==> config.mk <==
export PLATFORM = sky130hd
export DESIGN_NAME = handshakes_all
export DESIGN_NICKNAME = d
export VERILOG_FILES = /design/src/rtl/handshakes_all.sv
export SDC_FILE = /design/constraint.sdc
export NUM_CORES = 1
export LEC_CHECK = 0
export ABC_AREA = 1
export BUFFER_PORTS_ARGS = -buffer_cell sky130_fd_sc_hd__clkbuf_2
export CORE_MARGIN = 4
export CORE_UTILIZATION = 57
export DETAILED_ROUTE_END_ITERATION = 8
export GPL_TIMING_DRIVEN = 1
export PLACE_DENSITY_LB_ADDON = 0.08
export RECOVER_POWER = 50
export SLEW_MARGIN = 20
export SYNTH_ARGS = -nofsm -noshare
export SYNTH_HDL_FRONTEND = slang
export SYNTH_SLANG_ARGS = --single-unit
==> constraint.sdc <==
create_clock -name clk -period 3.06 [get_ports clk]
set_input_delay 0.765 -clock clk [delete_from_list [all_inputs] [get_ports clk]]
set_output_delay 0.765 -clock clk [all_outputs]
set_load 0.05 [all_outputs]
==> src/rtl/handshakes_all.sv <==
// handshakes_all: registered valid/ready slice built as a two-entry skid buffer.
// Define HANDSHAKES_ALL_ASSERT_EN to compile in simulation protocol checkers.
module handshakes_all #(
  parameter int WORD_WIDTH = 8
) (
  input  logic                  clk,
  input  logic                  rst_n,
  input  logic                  up_valid,
  input  logic [WORD_WIDTH-1:0] up_data,
  input  logic                  down_ready,
  output logic                  down_valid,
  output logic [WORD_WIDTH-1:0] down_data,
  output logic                  up_ready
);

  // Encoding mirrors {skid_valid, main_valid}
  typedef enum logic [1:0] {
    EMPTY = 2'b00,
    BUSY  = 2'b01,
    FULL  = 2'b11
  } state_e;

  state_e                state_q;
  logic [WORD_WIDTH-1:0] main_q;
  logic [WORD_WIDTH-1:0] skid_q;
  logic                  down_valid_q;
  logic                  up_ready_q;

  logic in_xfer;
  logic out_xfer;

  assign in_xfer  = up_valid & up_ready_q;
  assign out_xfer = down_valid_q & down_ready;

  assign down_valid = down_valid_q;
  assign down_data  = main_q;
  assign up_ready   = up_ready_q;

  // Occupancy FSM; both handshake outputs are flops updated with the state
  always_ff @(posedge clk or negedge rst_n) begin
    if (!rst_n) begin
      state_q      <= EMPTY;
      main_q       <= '0;
      skid_q       <= '0;
      down_valid_q <= 1'b0;
      up_ready_q   <= 1'b1;
    end else begin
      case (state_q)
        EMPTY: begin
          if (in_xfer) begin
            main_q       <= up_data;
            down_valid_q <= 1'b1;
            state_q      <= BUSY;
          end
        end
        BUSY: begin
          if (in_xfer && out_xfer) begin
            main_q <= up_data;
          end else if (in_xfer) begin
            skid_q     <= up_data;
            up_ready_q <= 1'b0;
            state_q    <= FULL;
          end else if (out_xfer) begin
            down_valid_q <= 1'b0;
            state_q      <= EMPTY;
          end
        end
        FULL: begin
          if (out_xfer) begin
            main_q     <= skid_q;
            skid_q     <= '0;
            up_ready_q <= 1'b1;
            state_q    <= BUSY;
          end
        end
        default: begin
          state_q      <= EMPTY;
          down_valid_q <= 1'b0;
          up_ready_q   <= 1'b1;
        end
      endcase
    end
  end

`ifdef HANDSHAKES_ALL_ASSERT_EN
  logic                  up_stall_q;
  logic                  dn_stall_q;
  logic [WORD_WIDTH-1:0] up_data_q;
  logic [WORD_WIDTH-1:0] dn_data_q;

  // Protocol checks against last cycle's stalled handshakes
  always_ff @(posedge clk or negedge rst_n) begin
    if (!rst_n) begin
      up_stall_q <= 1'b0;
      dn_stall_q <= 1'b0;
      up_data_q  <= '0;
      dn_data_q  <= '0;
    end else begin
      up_stall_q <= up_valid & ~up_ready_q;
      dn_stall_q <= down_valid_q & ~down_ready;
      up_data_q  <= up_data;
      dn_data_q  <= main_q;
      if (up_stall_q && !up_valid)
        $error("up_valid dropped while stalled");
      if (up_stall_q && up_valid && (up_data != up_data_q))
        $error("up_data changed while stalled");
      if ((state_q == FULL) && in_xfer)
        $error("input transfer while FULL");
      if (dn_stall_q && (main_q != dn_data_q))
        $error("down_data changed while stalled");
    end
  end
`endif

endmodule

---- After elaboration in Yosys (flattened, before gate mapping) ----
Index checks and enable logic that the tools add are counted.
W data, S select, Z words.
word-level totals
  register bits ........................... 20
  input port bits ......................... 12
cells by class
  eq/ne operators ......................... 10
  mux-type cells .......................... 22
  bitwise gates (word level) .............. 4
  reductions and logical operators ........ 9
operator list
  operator              count
  $mux W8               5
  $pmux W8 S3           1
  $pmux W8 S2           1
  $reduce_and A4 Y1     4
  $ne A2 B2 Y1 const B  7
  $mux W2               5
  $mux W1               7
  $pmux W1 S3           2
  $pmux W2 S3           1
  $reduce_and A5 Y1     1
  $ne A3 B3 Y1 const B  1
  $reduce_bool A3 Y1    1
  $and A1 B1 Y1         2
  $eq A2 B1 Y1 const B  1
  $eq A2 B2 Y1 const B  1
  $logic_not A2 Y1      1
  $not A1 Y1            2
  $reduce_bool A2 Y1    1
  $logic_and A1 B1 Y1   1

---- Depth between registers and ports, before layout ----
  depth in word-level cells ............... 5
  gate-level depth with buffers ........... 9
  gate-level depth less buffers ........... 9

---- Worst setup path after synthesis ----
OpenSTA, ideal clock, no wires.
  kind .................................... input -> register
  start ................................... input port down_ready
  end ..................................... register state_q[0]
  library setup time ...................... 0.117 ns
  arrival ................................. 1.418 ns
  required time ........................... 2.943 ns
  slack ................................... 1.526 ns
  cell stages on the path ................. 7
  path buffers ............................ 0
  cell sequence ........................... nand2_1 -> nand2_2 -> nand2_1 -> inv_2 -> nand3_1 -> nand2_1 -> nand2_1
on the way
  longest elaborated chain between the ends .. 4
RTL lines
  what                                  RTL line  source
  start: declaration                    10        input logic down_ready,
  $and A1 B1 Y1 *                       33        assign out_xfer = down_valid_q & down_ready;
  $logic_and A1 B1 Y1                   57        if (in_xfer && out_xfer) begin
  $ne A2 B2 Y1 (no source line)         n/a
  $reduce_and A4 Y1 (no source line) *  n/a
  end signal: assignment                42        state_q <= EMPTY;
  end signal: assignment                62        state_q <= FULL;
  end signal: assignment                65        state_q <= EMPTY;
  end: declaration                      23        state_e state_q;
Every way passes the cells marked *; elsewhere a longest branch is shown, timed or not.
A chain may end at the register's enable or synchronous reset.

---- Worst setup path in the final report ----
  start ................................... register state_q[1]
  end ..................................... register skid_q[1]
on the way
  longest elaborated chain between the ends .. 3
RTL lines
  what                                                                        RTL line  source
  start signal: assignment                                                    42
  start signal: assignment                                                    53        state_q <= BUSY;
  start signal: assignment                                                    62
  $eq A2 B1 Y1 / $eq A2 B2 Y1 (equally long branches)                         48        case (state_q)
  $ne A2 B2 Y1 (no source line) / $reduce_bool A2 Y1 (equally long branches)  n/a
  $reduce_and A4 Y1 (no source line)                                          n/a
  end signal: assignment                                                      60        skid_q <= up_data;
  end: declaration                                                            25        logic [WORD_WIDTH-1:0] skid_q;
Several ways; a longest one is shown, not always the timed one.

==> qor.txt <==
status = finished clean
Slew Limit Fails = 0
Initial Utilization = 0.6253
CTS hold repair buffers = 0
mapped cell area = 1115 µm²
initial antenna violation count = 0
Clk pin slew, worst setup/hold paths = 0.12 ns
Die ar. = 2727 µm²
unrepaired setup endpoints after global routing = false
peak fanout along the critical path = 11
critical path's largest stage delay = 0.48 ns
WL final = 2448 µm
CTS Root Cell = clkbuf_4
Synth area leader = dfrtp_1
cell mode on critical path = nand2_1
CP cell instances = ha_1 -> inv_1 -> o21ai_2 -> nand3_4 -> nand2_1 -> nand2_1
measured slew at the worst slew-check pin = 1.059 ns
Final ANT Viol Nets = 0
Detail Placement HPWL = 1821 µm
Worst Clk Skew = 0.004929 ns
antenna cells = 0
post-synth top area share = 0.4265
setup violators final = 0
first drt pass iteration count = 4
YS warnings = 0
Sink Count = 20
Crit-path slowest cell = o21ai_2
largest net degree at the start of global routing = 21
gp weighted congestion = 0.8363
fmax = 0.4868 GHz
total power = 0.5056 mW
syn nets = 166
CTS resizes = 0
Worst Path Class, Setup = reg2reg
CTS H-tree depth = 1
routed wire length per instance = 12.30 µm
dpl ws = 1.117 ns
Min Clock Period, post-route = 2.054 ns
power per cell area = 391.6 nW/µm²
syn avg cell area = 7.432 µm²
total number of vias = 1,032
Clock Latency Late Sink = 0.31 ns
Remaining DRCs = 0
Die H = 52.23 µm
final cycle utilization of the critical path = 0.6713
GRT Total Usage = 0.2103
CP Launch Type = flip-flop
global-route wire length before repair = 4236 µm
layout cell share with drive strength beyond 1 = 0.1839
most common cell after layout, fill and taps aside = nand2_1
post-layout util = 0.7242
Mapped Cells = 150
TritonCTS clock tree = built
Hold Vio Cnt, Final = 0
most frequent cells in the layout = nand2_1 (67), nand3_1 (23), dfrtp_1 (19), inv_1 (17), clkbuf_2 (17)
clock buffer depth = 2
Rows = 15
Hold Slack = 0.4850 ns
sequential share of the synthesized area = 0.4501
final instance area = 1291 µm²
Final Net Count = 191
Die Width = 52.23 µm
Yosys reg bits = 20
Netlist cell types = 19
CP arrival = 2.26 ns
Area Growth Syn to Fin = 15.83%
Bufs and invs on worst path = 1
core area = 1783 µm²
post-route insts no fill = 199
critical path capture point type = flip-flop
Crit path required time = 3.27 ns
initial drt markers = 28
PortBufs = 21
total grt overflow = 0
Final WS setup = 1.006 ns
setup bufs post-CTS = 0
Ports = 22
Top delay family on crit path = compound AO/OA/AOI/OAI gates
max-cap viol count = 0
Via density = 5.186
Min-Delay Path Class = reg2reg
top cells by area, synth = dfrtp_1 (43%), nand2_1 (22%), nand3_1 (10%), inv_1 (5.4%), ha_1 (4.5%)
worst IR drop on VDD = 0.2851 mV
Post-Place Cell Area = 1246 µm²
Max-slew headroom = 0.2939
Post-Route Setup TNS = 0 ns
P_leak = 0.7457 nW
Num CTS Buffers = 3
placed insts = 195
number of global-route vias before repair = 963
==> state kept, by name, indices dropped and copies added (netlist names) <==
| name | count |
|---|---|
| down_data | 8 |
| skid_q | 8 |
| state_q | 2 |
| down_valid | 1 |
| up_ready | 1 |
==> Yosys cell counts <==
cell and number:
dfrtp_1 19, nand3_2 1, inv_2 2, or2_2 1, buf_2 1, nand4_1 1, nand2_4 2, nand3_4 1
dfstp_2 1, nand2_2 2, a21oi_1 3, nand2_1 66, nor2_1 3, inv_1 16, nand3_1 23, o21ai_2 1
ha_1 4, o21ai_0 1, nor2_2 2
==> worst register-to-register path, stage by stage, from the launching register on <==
cell and delay, ns:
dfrtp_1 0.42, ha_1 0.42, inv_1 0.28, o21ai_2 0.48, nand3_4 0.21, nand2_1 0.10
nand2_1 0.05
==> final cells by class <==
cell class                 count  area, µm²
sequential                    20      501.7
inverter                      18      67.56
fill                         154      491.7
clock buffer                   3      22.52
timing repair buffer          21      100.1
multi-input combinational    111      538.0
tap                           25      31.28
clock inverter                 1      30.03
==> routing by layer <==
metal	wire, µm	share of wire	track usage	up-vias
met3	204	0.083	0.03419	4
li1	-	-	-	517
met1	1100	0.45	0.2969	466
met4	27	0.011	0.08085	0
met5	0	0	0	-
met2	1115	0.46	0.3222	45
==> where the power goes <==
part	internal, mW	total, mW	switching (mW)
combinational	0.00740	0.0205	0.0131
sequential	0.264	0.264	0
clock	0.132	0.221	0.0884
==> cell families (layout without fill, tap and decap cells) <==
| kind of cell | Yosys count | count (layout) | synth area share |
|---|---|---|---|
| flops | 20 | 20 | 0.4501 |
| compound gates | 5 | 5 | 0.02581 |
| simple gates | 102 | 102 | 0.4141 |
| buf+inv | 19 | 43 | 0.06510 |
| fa+ha+maj | 4 | 4 | 0.04490 |
==> worst paths after layout <==
check | from | to | slack [ns] | depth (start not counted)
setup / recovery | state_q[1] | skid_q[1] | 1.01 | 6
hold / removal | down_data[2] | down_data[2] | 0.49 | 2
setup reg to reg | state_q[1] | skid_q[1] | 1.01 | 6
hold reg to reg | down_data[2] | down_data[2] | 0.49 | 2
max in group asynchronous | rst_n | skid_q[1] | 1.82 | 1
min in group asynchronous | rst_n | down_data[1] | 0.61 | 1
Power figures use the tool's default switching activity.
